===== src/rtl/seg_pkg.sv =====
// Shared constants for the seven-segment display path.
// Latency: n/a (constants only).
// Backpressure: n/a.
package seg_pkg;

    // All segments off (active-low bank)
    localparam logic [6:0] SEG_BLANK = 7'h7F;

    // Bit positions inside the 7-bit segment vector {g,f,e,d,c,b,a}
    localparam int SEG_A = 0;
    localparam int SEG_B = 1;
    localparam int SEG_C = 2;
    localparam int SEG_D = 3;
    localparam int SEG_E = 4;
    localparam int SEG_F = 5;
    localparam int SEG_G = 6;

    // Hex-to-segment table, active-low; entry n sits at index n (0 at the LSB end)
    localparam logic [15:0][6:0] HEX_SEG = {
        7'h0E, 7'h06, 7'h21, 7'h46,   // F E d C
        7'h03, 7'h08, 7'h10, 7'h00,   // b A 9 8
        7'h78, 7'h02, 7'h12, 7'h19,   // 7 6 5 4
        7'h30, 7'h24, 7'h79, 7'h40    // 3 2 1 0
    };

endpackage


===== src/rtl/seg_display_ctrl_hex7seg_decode.sv =====
// Hex nibble to active-low seven-segment pattern.
// Latency: combinational.
// Backpressure: none.
module hex7seg_decode
    import seg_pkg::*;
(
    input  logic [3:0] i_hex,
    output logic [6:0] o_seg
);

    assign o_seg = HEX_SEG[i_hex];

endmodule


===== src/rtl/seg_display_ctrl.sv =====
// Multiplexed common-anode seven-segment driver with enable/blink/dp masks and LZ suppression.
// Latency: outputs registered one cycle after the scan state; loaded values visible the cycle after load.
// Backpressure: none; load is a one-cycle strobe that is always accepted outside reset.
module seg_display_ctrl
    import seg_pkg::*;
#(
    parameter int NUM_DIGITS  = 4,
    parameter int REFRESH_DIV = 6250,
    parameter int BLANK_CYC   = 25,
    parameter int BLINK_DIV   = 100,
    parameter int LED_W       = 16
) (
    input  logic                    clk,
    input  logic                    rst,
    input  logic                    load,
    input  logic [4*NUM_DIGITS-1:0] digits,
    input  logic [NUM_DIGITS-1:0]   digit_en,
    input  logic [NUM_DIGITS-1:0]   blink_msk,
    input  logic [NUM_DIGITS-1:0]   dp_msk,
    input  logic                    lz_en,
    input  logic                    set,
    input  logic [LED_W-3:0]        led_in,
    output logic [6:0]              seg,
    output logic [NUM_DIGITS-1:0]   an,
    output logic                    dp,
    output logic [LED_W-1:0]        led
);

    localparam int PW = $clog2(REFRESH_DIV);
    localparam int IW = $clog2(NUM_DIGITS);
    localparam int FW = (BLINK_DIV > 1) ? $clog2(BLINK_DIV) : 1;

    localparam logic [PW-1:0] PRESC_LAST = PW'(REFRESH_DIV - 1);
    localparam logic [PW-1:0] BLANK_END  = PW'(BLANK_CYC);
    localparam logic [IW-1:0] IDX_LAST   = IW'(NUM_DIGITS - 1);
    localparam logic [FW-1:0] FRAME_LAST = FW'(BLINK_DIV - 1);

    // Scan state
    logic [PW-1:0] r_presc;
    logic [IW-1:0] r_idx;
    logic [FW-1:0] r_frame;
    logic          r_blink;

    // Shadow display registers, updated only by load
    logic [4*NUM_DIGITS-1:0] r_digits;
    logic [NUM_DIGITS-1:0]   r_en;
    logic [NUM_DIGITS-1:0]   r_blk;
    logic [NUM_DIGITS-1:0]   r_dpm;
    logic                    r_lz;

    logic       w_slot_tc;
    logic       w_frame_tc;
    logic [3:0] w_cur_dig;
    logic       w_cur_en;
    logic       w_cur_blk;
    logic       w_cur_dpm;
    logic       w_cur_sup;
    logic       w_zero_run;
    logic       w_cur_blank;
    logic [6:0] w_dec_seg;

    assign w_slot_tc  = (r_presc == PRESC_LAST);
    assign w_frame_tc = w_slot_tc && (r_idx == IDX_LAST);

    // Prescaler, digit index, frame counter and blink phase
    always_ff @(posedge clk) begin
        if (!rst) begin
            r_presc <= '0;
            r_idx   <= '0;
            r_frame <= '0;
            r_blink <= 1'b0;
        end else begin
            r_presc <= w_slot_tc ? '0 : r_presc + 1'b1;
            if (w_slot_tc) begin
                r_idx <= (r_idx == IDX_LAST) ? '0 : r_idx + 1'b1;
            end
            if (w_frame_tc) begin
                if (r_frame == FRAME_LAST) begin
                    r_frame <= '0;
                    r_blink <= ~r_blink;
                end else begin
                    r_frame <= r_frame + 1'b1;
                end
            end
        end
    end

    // Atomic capture of all shadow inputs on the load strobe
    always_ff @(posedge clk) begin
        if (!rst) begin
            r_digits <= '0;
            r_en     <= '0;
            r_blk    <= '0;
            r_dpm    <= '0;
            r_lz     <= 1'b0;
        end else if (load) begin
            r_digits <= digits;
            r_en     <= digit_en;
            r_blk    <= blink_msk;
            r_dpm    <= dp_msk;
            r_lz     <= lz_en;
        end
    end

    // Select the current digit and decide suppression by scanning from the most significant digit down
    always_comb begin
        w_cur_dig  = 4'h0;
        w_cur_en   = 1'b0;
        w_cur_blk  = 1'b0;
        w_cur_dpm  = 1'b0;
        w_cur_sup  = 1'b0;
        w_zero_run = 1'b1;
        for (int k = NUM_DIGITS - 1; k >= 0; k--) begin
            w_zero_run = w_zero_run && (r_digits[4*k +: 4] == 4'h0);
            if (r_idx == IW'(k)) begin
                w_cur_dig = r_digits[4*k +: 4];
                w_cur_en  = r_en[k];
                w_cur_blk = r_blk[k];
                w_cur_dpm = r_dpm[k];
                w_cur_sup = r_lz && w_zero_run && (k != 0);
            end
        end
    end

    assign w_cur_blank = !w_cur_en || (w_cur_blk && r_blink) || w_cur_sup;

    hex7seg_decode u_dec (
        .i_hex (w_cur_dig),
        .o_seg (w_dec_seg)
    );

    // Registered slot outputs: ghost-blank window first, then the selected anode
    always_ff @(posedge clk) begin
        if (!rst) begin
            seg <= SEG_BLANK;
            an  <= '1;
            dp  <= 1'b1;
        end else if (r_presc < BLANK_END) begin
            seg <= SEG_BLANK;
            an  <= '1;
            dp  <= 1'b1;
        end else begin
            an <= ~(NUM_DIGITS'(1) << r_idx);
            if (w_cur_blank) begin
                seg <= SEG_BLANK;
                dp  <= 1'b1;
            end else begin
                seg <= w_dec_seg;
                dp  <= ~w_cur_dpm;
            end
        end
    end

    // Status LEDs: top bit marks "out of reset", next is the armed flag
    always_ff @(posedge clk) begin
        if (!rst) begin
            led <= '0;
        end else begin
            led <= {1'b1, set, led_in};
        end
    end

endmodule


===== config.mk =====
export PLATFORM = sky130hd
export DESIGN_NAME = seg_display_ctrl
export DESIGN_NICKNAME = d
export VERILOG_FILES = /design/src/rtl/seg_pkg.sv /design/src/rtl/seg_display_ctrl_hex7seg_decode.sv /design/src/rtl/seg_display_ctrl.sv
export SDC_FILE = /design/constraint.sdc
export NUM_CORES = 1
export LEC_CHECK = 0
export ABC_CLOCK_PERIOD_IN_PS = 2500
export CAP_MARGIN = 20
export CORE_MARGIN = 4
export CORE_UTILIZATION = 47
export CTS_BUF_LIST = sky130_fd_sc_hd__clkbuf_4
export CTS_CLUSTER_DIAMETER = 150
export DETAILED_ROUTE_END_ITERATION = 7
export PLACE_DENSITY = 0.78
export SYNTH_ARGS = -nofsm -noshare
export SYNTH_HDL_FRONTEND = slang
export SYNTH_SLANG_ARGS = --single-unit

===== constraint.sdc =====
create_clock -name clk -period 2.5 [get_ports clk]
set_clock_uncertainty 0.1 [all_clocks]
set_input_delay 0.5 -clock clk [delete_from_list [all_inputs] [get_ports clk]]
set_output_delay 0.5 -clock clk [all_outputs]
set_load 0.02 [all_outputs]

==> metrics.txt, run 1 <==
synth unique cells=48; CP most frequent cell=inv_1; wire length per cell=13.4 microns; detailed-route via count=2737; CP bufs+invs=2; Worst Max-Slew Pin Slew=0.808 ns; Flop pwr share=0.548; final setup fails=0; fin cells=541; Gate Count Post-Synth=360; final antenna-violating net count=0; Die W=93.9 microns; pin count of the biggest net entering global routing=58; Reg2Reg Setup Slack=0.21 ns; NetSw=0.563 mW; Top FF cell, synth=dfxtp_1; Post-synth top cells=80 x dfxtp_1, 37 x nor2b_1, 34 x nand2_1; Clock Root Buffer=clkbuf_4; vias in the first global route=2478; Setup Fix Bufs, Post-CTS=0; H-tree depth=3; initial antenna violation count=0; Util after Layout=0.626; Leak=1.70 nW; Die Y=93.9 microns; CP max FO=11; initial DRC count=108; Synth top area share=0.461; Clk pwr share=0.344; final hold violations=0; post-synthesis sequential area ratio=0.461; period utilization=0.915; grt ovf=0; Arrival @ worst endpoint=2.50 ns; placement row count=31; number of I/O port buffers=74; global-route wire length before repair=11600 microns; Hold Path Depth=2; CP required=2.72 ns; Hold Path Sink=r_frame[1]; PwrDens=545 nW/um^2; critical path cell sequence=inv_1 -> ha_2 -> nor2b_1 -> o21a_1 -> a31oi_1 -> inv_1 -> ha_1 -> and2_1 -> a211oi_1 -> o21ai_0; P_int=1.90 mW; dpl cells=526; Setup crit start kind=flop; Fillers=622; r2r worst-path depth=10; worst rel slew slack=0.457; maximum vdd drop=0.296 mV; Final Max Tran Viols=0; I/O pin cnt=75; 1st-pass router iterations=4; family with the most delay on the worst path=compound AO/OA/AOI/OAI gates; Comb power frac=0.108; Clk pin slew, worst setup/hold paths=0.11 ns; WL final=7280 microns; Avg Vias per Cell=5.06; initial core utilization=0.481; syn avg cell area=9.64 sq um; top achievable clock speed=0.437 GHz; flip-flop and latch count after synthesis=80; min-delay worst type=reg -> reg; Inserted Clock Buffers=9; Switching Fraction=0.229; area grow syn2layout=30.0%; CP Capture Type=flop; status=finished clean; Post-synth EDFFs=0; CTS tree=done; die area=8820 sq um; worst skew pair latency=0.42 ns; Critical-path top delay cell=dfxtp_1; Max-Cap Viols=0; clock buffer depth=2; Area contributors post-synth=dfxtp_1 46%, mux2i_1 8.9%, nor2b_1 6.7%; RSZ-0062 raised after global routing=false; most numerous cell in the Yosys netlist=dfxtp_1; Synth Cell Area=3470 sq um; Antenna diodes=0; placer congestion estimate=0.818; yosys synthesis warning count=0; Syn Nets=420; delay of the slowest cell on the worst path=0.39 ns; nets=498; FF-to-FF Start=r_idx[1]; cell taking the most area after synthesis=dfxtp_1; Period minus WS final=2.29 ns; Hold Startpoint=r_frame[1]; Clock Sinks=80; share of cells above drive strength 1=0.0769; # DRC=0; total core area=7210 sq um; critical path class=reg -> reg; RR Endpoint=seg[3]; Final TNS setup=0 ns; Post-synth ARST share=0; hpwl dp=5220 microns; GRT Overall Usage=0.166
## cell type report
cell class	count	area, sq um	share of cell area
well taps	99	124	0.0274
inverters	8	30.0	0.00665
clock inverters	4	70.1	0.0155
flip-flops and latches	80	1600	0.355
multi-input cells	257	1790	0.397
repair buffers	82	813	0.180
clock buffers	11	82.6	0.0183
## cells by family after synthesis
group                    share of synthesized area
buffers and inverters                       0.0260
AO/OA/AOI/OAI                               0.0840
AND/OR/NAND/NOR                              0.260
XOR/XNOR                                    0.0328
adder cells (fa/ha/maj)                     0.0469
flip-flops                                   0.461
multiplexers                                0.0894
## cell usage in the layout (no fill, tap or decap), types with 4 or more instances in the layout
cell type        count
clkdlybuf4s50_1     74
nand2_1             34
o21ai_0              8
xor2_1               7
clkbuf_4            11
nand3_1             13
a21boi_0             5
and2_1              18
nand4b_1             4
o211ai_1             5
xnor2_1              6
inv_1                8
ha_1                11
nand3b_1             6
nor2_1              18
nand4_1              4
dfxtp_1             80
mux2i_1             31
a21oi_1              5
nor2b_1             37
buf_4                7
## power groups by stage
stage	clock network [mW]	logic (mW)	registers (mW)
floorplan	0	0.120	1.39
global placement	0	0.262	1.38
CTS	0.865	0.268	1.35
finish	0.846	0.265	1.35
detailed placement	0	0.266	1.38
global route	0.921	0.290	1.36
## worst max path at each step
stage	slack [ns]	start	to	depth (start not counted)
after floorplan	0.07	r_idx[0]	seg[3]	10
after global placement	0.23	r_idx[0]	seg[3]	10
after detailed placement	0.09	r_idx[0]	seg[3]	10
after CTS	0.08	r_idx[0]	seg[3]	10
after global routing	0.0007	r_idx[1]	seg[3]	10
final	0.21	r_idx[1]	seg[3]	10
## sequential cells by signal, summed over array words and instances, names as in the netlist
signal    cells
r_blink       1
r_blk         4
an            4
r_presc      13
r_en          4
r_digits     16
r_frame       7
r_lz          1
led          16
r_idx         2
seg           7
r_dpm         4
dp            1
## worst register-to-register path: stages (launching register included)
cell and delay (ns):
dfxtp_1 0.39, inv_1 0.08, ha_2 0.25, nor2b_1 0.17
o21a_1 0.17, a31oi_1 0.18, inv_1 0.11, ha_1 0.28
and2_1 0.16, a211oi_1 0.20, o21ai_0 0.09
## metal layers
metal / track usage / share of wire
met4: 0.0854 / 0.017
met5: 0 / 0
met2: 0.270 / 0.48
met3: 0.0345 / 0.052
met1: 0.206 / 0.45
## through the flow
step / worst slack (ns) / hold slack, ns / power [mW] / area (sq um)
floorplan: 0.0702 / 0.356 / 1.51 / 3470
global placement: 0.228 / 0.368 / 1.64 / 4350
detailed placement: 0.0872 / 0.384 / 1.64 / 4350
CTS: 0.0778 / 0.400 / 2.48 / 4500
global route: 0.000660 / 0.446 / 2.57 / 4510
finish: 0.212 / 0.392 / 2.46 / 4510
## repair_timing
item,4_1_cts,5_1_grt
hold buffers,0,0
setup endpoints to repair,0,1
gates resized for setup,0,4
Power figures use the tool's default switching activity.
==> inputs of run 2 (changes only) <==
==> constraint.sdc (replaced) <==
create_clock -name clk -period 2.5 [get_ports clk]
set_clock_uncertainty 0.1 [all_clocks]
set_input_delay 0.25 -clock clk [delete_from_list [all_inputs] [get_ports clk]]
set_output_delay 0.25 -clock clk [all_outputs]
set_load 0.02 [all_outputs]
==> run 2 against run 1 <==
Maximum frequency increased by 0.34%. Die area unchanged. Clock power decreased by 4.5%. Global-route usage increased by 0.84 points. Sequential cell count unchanged. Sequential share of layout area increased by 0.20 points. Design area decreased by 0.47%. Clock-buffer cell count decreased by 2.
==> metrics.txt, run 2 (same netlist as run 1, synthesis figures left out) <==
status=finished clean; 1st-pass router iterations=5 (+1); Period minus WS final=2.28 ns (-0.00767 ns); hpwl dp=5300 microns (+1.6%); nets=498 (unchanged); period utilization=0.912 (-0.00307); min-delay worst type=in -> reg; # DRC=0 (unchanged); fin cells=539 (-0.37%); Switching Fraction=0.230 (+0.00122); global-route wire length before repair=12400 microns (+7.1%); Clk pwr share=0.334 (-0.010); area grow syn2layout=29.4%; biggest regs=led (16), r_digits (16), r_presc (13); Die W=93.9 microns (unchanged); Hold-fix buffers, CTS=0 (unchanged); PwrDens=539 nW/um^2 (-1.2%); die area=8820 sq um (unchanged); worst rel slew slack=0.446 (-0.0111); CP max FO=8 (-3); Clk pin slew, worst setup/hold paths=0.12 ns (about the same); Clock Root Buffer=clkbuf_4; Clock Sinks=80 (unchanged); initial antenna violation count=0 (unchanged); worst skew pair latency=0.41 ns (about the same); critical path class=reg -> reg; detailed-route via count=2733 (-0.15%); wire length per cell=13.6 microns (+1.2%); H-tree depth=3 (unchanged); P_int=1.86 mW (-1.8%); CP Capture Type=flop; Critical-path top delay cell=dfxtp_1; I/O pin cnt=75 (unchanged); initial core utilization=0.481 (unchanged); clock buffer depth=2 (unchanged); grt ovf=0 (unchanged); Die Y=93.9 microns (unchanged); Flop pwr share=0.558 (+0.010); number of I/O port buffers=74 (unchanged); Comb power frac=0.109 (about the same); GRT Overall Usage=0.174 (+0.00844); Inserted Clock Buffers=9 (unchanged); Worst Max-Slew Pin Slew=0.824 ns (+0.0165 ns); RSZ-0062 raised after global routing=false; total core area=7210 sq um (unchanged); top achievable clock speed=0.438 GHz (+0.34%); CP required=2.70 ns (-0.02 ns); final setup fails=0 (unchanged); delay of the slowest cell on the worst path=0.42 ns (+0.03 ns); Setup Fix Bufs, Post-CTS=0 (unchanged); Final Power=2.42 mW (-1.6%); most frequent cells in the layout=79 x dfxtp_1, 74 x clkdlybuf4s50_1, 37 x nor2b_1; Final TNS setup=0 ns (unchanged); maximum vdd drop=0.274 mV (-7.4%); final hold violations=0 (unchanged); Arrival @ worst endpoint=2.48 ns (-0.02 ns); commonest non-fill, non-tap cell in the layout=dfxtp_1; Leak=1.68 nW (-1.2%); Avg Vias per Cell=5.07 (+0.22%); vias in the first global route=2704 (+9.1%); pin count of the biggest net entering global routing=58 (unchanged); critical path cell sequence=inv_1 -> ha_1 -> nand3b_1 -> a31oi_1 -> inv_1 -> ha_1 -> and2_1 -> a211oi_1 -> o21ai_0; CTS tree=done; Antenna diodes=0 (unchanged); initial DRC count=67 (-38%); hold slack=0.308 ns (-0.0843 ns); NetSw=0.557 mW (-1.1%); placement row count=31 (unchanged); Util after Layout=0.623 (-0.00295); share of cells above drive strength 1=0.0773 (+0.000350); Fillers=628 (+0.96%); Max-Cap Viols=0 (unchanged); Final Max Tran Viols=0 (unchanged); Resized cells post-CTS=0 (unchanged); worst setup slack after layout=0.219 ns (+0.00767 ns); placer congestion estimate=0.823 (+0.66%); Setup crit start kind=flop; Post-DP Area=4340 sq um (-0.29%); final antenna-violating net count=0 (unchanged); pre-CTS setup slack=0.0937 ns (+0.00652 ns); dpl cells=526 (unchanged); fin area=4490 sq um (-0.47%); WL final=7330 microns (+0.78%)
-- run 2: final cells by class --
class                           count  area [sq um]  share of cell area
Tap cell                           99           124              0.0276
Timing Repair Buffer               82           801               0.178
Clock inverter                      4          72.6              0.0162
Clock buffer                        9          67.6              0.0150
Inverter                            8          30.0             0.00669
Sequential cell                    80          1600               0.357
Multi-Input combinational cell    257          1790               0.399
-- run 2: path summary, 6_finish.rpt --
path                            startpoint    endpoint  slack, ns  cells after the start
worst max register to register    r_idx[0]      seg[3]       0.22                      9
worst min-delay path            led_in[10]     led[10]       0.31                      2
worst min register to register  r_frame[6]  r_frame[6]       0.40                      2
worst max-delay path              r_idx[0]      seg[3]       0.22                      9
-- run 2: worst max-delay path, delay by kind of cell (launching register included) --
| family | cells | cell delay, ns |
|---|---|---|
| fa+ha+maj | 2 | 0.56 |
| compound gates | 3 | 0.52 |
| buf+inv | 2 | 0.21 |
| simple gates | 2 | 0.36 |
| flops | 1 | 0.42 |
-- run 2: routing by layer --
metal	global-route usage	share of wire	routed length (microns)	vias up
met5	0	0	0	-
met4	0.0854	0.031	224	0
met3	0.0321	0.052	378	19
met2	0.292	0.49	3570	69
met1	0.214	0.43	3160	1258
li1	-	-	-	1387
-- run 2: power groups by stage --
stage	registers [mW]	logic [mW]	clock network (mW)
after detailed placement	1.38	0.263	0
final	1.35	0.263	0.808
after CTS	1.35	0.265	0.831
after floorplan	1.39	0.120	0
after global placement	1.38	0.259	0
after global routing	1.36	0.287	0.881
==> inputs of run 3 (changes only) <==
--- a/config.mk
+++ b/config.mk
@@ -5,14 +5,16 @@
 export SDC_FILE = /design/constraint.sdc
 export NUM_CORES = 1
 export LEC_CHECK = 0
-export ABC_CLOCK_PERIOD_IN_PS = 2500
+export ABC_CLOCK_PERIOD_IN_PS = 2300
 export CAP_MARGIN = 20
+export CORE_ASPECT_RATIO = 0.75
 export CORE_MARGIN = 4
-export CORE_UTILIZATION = 47
+export CORE_UTILIZATION = 50
 export CTS_BUF_LIST = sky130_fd_sc_hd__clkbuf_4
 export CTS_CLUSTER_DIAMETER = 150
 export DETAILED_ROUTE_END_ITERATION = 7
-export PLACE_DENSITY = 0.78
+export MAX_ROUTING_LAYER = met4
+export PLACE_DENSITY = 0.79
 export SYNTH_ARGS = -nofsm -noshare
 export SYNTH_HDL_FRONTEND = slang
 export SYNTH_SLANG_ARGS = --single-unit
==> constraint.sdc (replaced) <==
create_clock -name clk -period 2.3 [get_ports clk]
set_clock_uncertainty 0.1 [all_clocks]
set_input_delay 0.23 -clock clk [delete_from_list [all_inputs] [get_ports clk]]
set_output_delay 0.23 -clock clk [all_outputs]
set_load 0.02 [all_outputs]
==> run 3 against run 2 <==
Clock power is 12% lower. Largest cell class unchanged. Core utilization is 7.5 points higher. Non-clock buffer count is 9 higher. Clock-buffer cell count stayed put. Highest routed layer unchanged. Maximum frequency is 6.4% higher. Total power is 2.1% higher. Sequential power is 9% higher.
==> metrics.txt, run 3 (same netlist as run 1, synthesis figures left out) <==
status=finished clean; PwrDens=544 nW/um^2 (+1.0%); pre-CTS setup slack=-0.0293 ns (-0.123 ns); nets=507 (+1.8%); clock buffer depth=2 (unchanged); top achievable clock speed=0.467 GHz (+6.4%); detailed-route via count=2775 (+1.5%); period utilization=0.932 (+0.0196); Clk pin slew, worst setup/hold paths=0.13 ns (about the same); placer congestion estimate=0.836 (+1.5%); maximum vdd drop=0.421 mV (+54%); area grow syn2layout=30.9%; CP required=2.56 ns (-0.14 ns); most frequent cells in the layout=78 x dfxtp_1, 73 x clkdlybuf4s50_1, 37 x nor2b_1; number of I/O port buffers=74 (unchanged); worst skew pair latency=0.43 ns (+0.02 ns); 1st-pass router iterations=5 (unchanged); initial DRC count=95 (+42%); Final Power=2.47 mW (+2.1%); critical path class=reg -> reg; final setup fails=0 (unchanged); final antenna-violating net count=0 (unchanged); worst rel slew slack=0.501 (+0.0551); Period minus WS final=2.14 ns (-0.137 ns); grt ovf=0 (unchanged); critical path cell sequence=or4_4 -> nor4_4 -> nand2_2 -> or3_1 -> a21boi_1; wire length per cell=14.0 microns (+3.0%); Die Y=80.2 microns (-15%); initial core utilization=0.533 (+0.0524); # DRC=0 (unchanged); Die W=104 microns (+11%); pin count of the biggest net entering global routing=58 (unchanged); final hold violations=0 (unchanged); Clock Root Buffer=clkbuf_4; I/O pin cnt=75 (unchanged); CTS tree=done; hpwl dp=5430 microns (+2.3%); RSZ-0062 raised after global routing=false; Inserted Clock Buffers=9 (unchanged); min-delay worst type=in -> reg; initial antenna violation count=0 (unchanged); Clock Sinks=80 (unchanged); delay of the slowest cell on the worst path=0.57 ns (+0.15 ns); Arrival @ worst endpoint=2.40 ns (-0.08 ns); WL final=7470 microns (+1.8%); CP Capture Type=flop; biggest regs=led (16), r_digits (16), r_presc (13); Leak=1.72 nW (+2.3%); Worst Max-Slew Pin Slew=0.742 ns (-0.0820 ns); H-tree depth=3 (unchanged); commonest non-fill, non-tap cell in the layout=dfxtp_1; die area=8350 sq um (-5.3%); GRT Overall Usage=0.191 (+0.0172); CP max FO=6 (-2); total core area=6510 sq um (-9.8%); global-route wire length before repair=12600 microns (+1.2%); Critical-path top delay cell=or4_4; Max-Cap Viols=0 (unchanged); Antenna diodes=0 (unchanged); placement row count=25 (-19%); worst setup slack after layout=0.157 ns (-0.0627 ns); share of cells above drive strength 1=0.117 (+0.0400); Setup crit start kind=flop; Final Max Tran Viols=0 (unchanged); vias in the first global route=2601 (-3.8%); Avg Vias per Cell=5.21 (+2.7%)
run 3: worst max-delay path: cells and delay by family (launching register included):
family	cells	cell delay [ns]
and+or+nand+nor	4	1.45
AOI/OAI and AO/OA	1	0.15
DFF	1	0.37
run 3: path summary, 6_finish.rpt:
check,startpoint,end,slack [ns],cells past startpoint
worst min-delay path,led_in[10],led[10],0.26,2
worst max register to register,r_presc[10],r_frame[6],0.16,5
worst min register to register,r_frame[1],r_frame[1],0.40,2
worst max-delay path,r_presc[10],r_frame[6],0.16,5
run 3: area by class of cell:
cell class / count / area [sq um]
Sequential cell: 80 / 1600
Inverter: 8 / 30.0
Fill cell: 546 / 1960
Tap cell: 81 / 101
Multi-Input combinational cell: 257 / 1830
Clock buffer: 9 / 67.6
Clock inverter: 7 / 48.8
Timing Repair Buffer: 91 / 863
run 3: repair_timing:
item,in CTS,in global routing
pin swaps,0,1
setup buffers,0,4
hold buffers,0,0
endpoints found under the setup margin,2,11
gates resized for setup,2,10
run 3: metrics by stage:
| stage | instances | instance area [sq um] | hold slack [ns] | TNS, ns | util |
|---|---|---|---|---|---|
| global placement | 513 | 4360 | 0.368 | 0 | 0.670 |
| global route | 533 | 4540 | 0.210 | 0 | 0.698 |
| floorplan | 360 | 3490 | 0.158 | 0 | - |
| detailed placement | 513 | 4360 | 0.384 | -0.0293 | 0.670 |
| finish | 533 | 4540 | 0.262 | 0 | 0.698 |
| CTS | 529 | 4480 | 0.234 | 0 | 0.689 |
run 3: metal layers:
layer	global-route usage	wire length [microns]	vias up
met1	0.248	3600	1255
met2	0.285	3190	99
met5	-	0	-
met4	0.0571	76	0
li1	-	-	1412
met3	0.0643	606	9
run 3: power breakdown:
| part | switching (mW) | internal [mW] |
|---|---|---|
| clock network | 0.491 | 0.221 |
| logic | 0.119 | 0.173 |
| registers | 0.0312 | 1.43 |
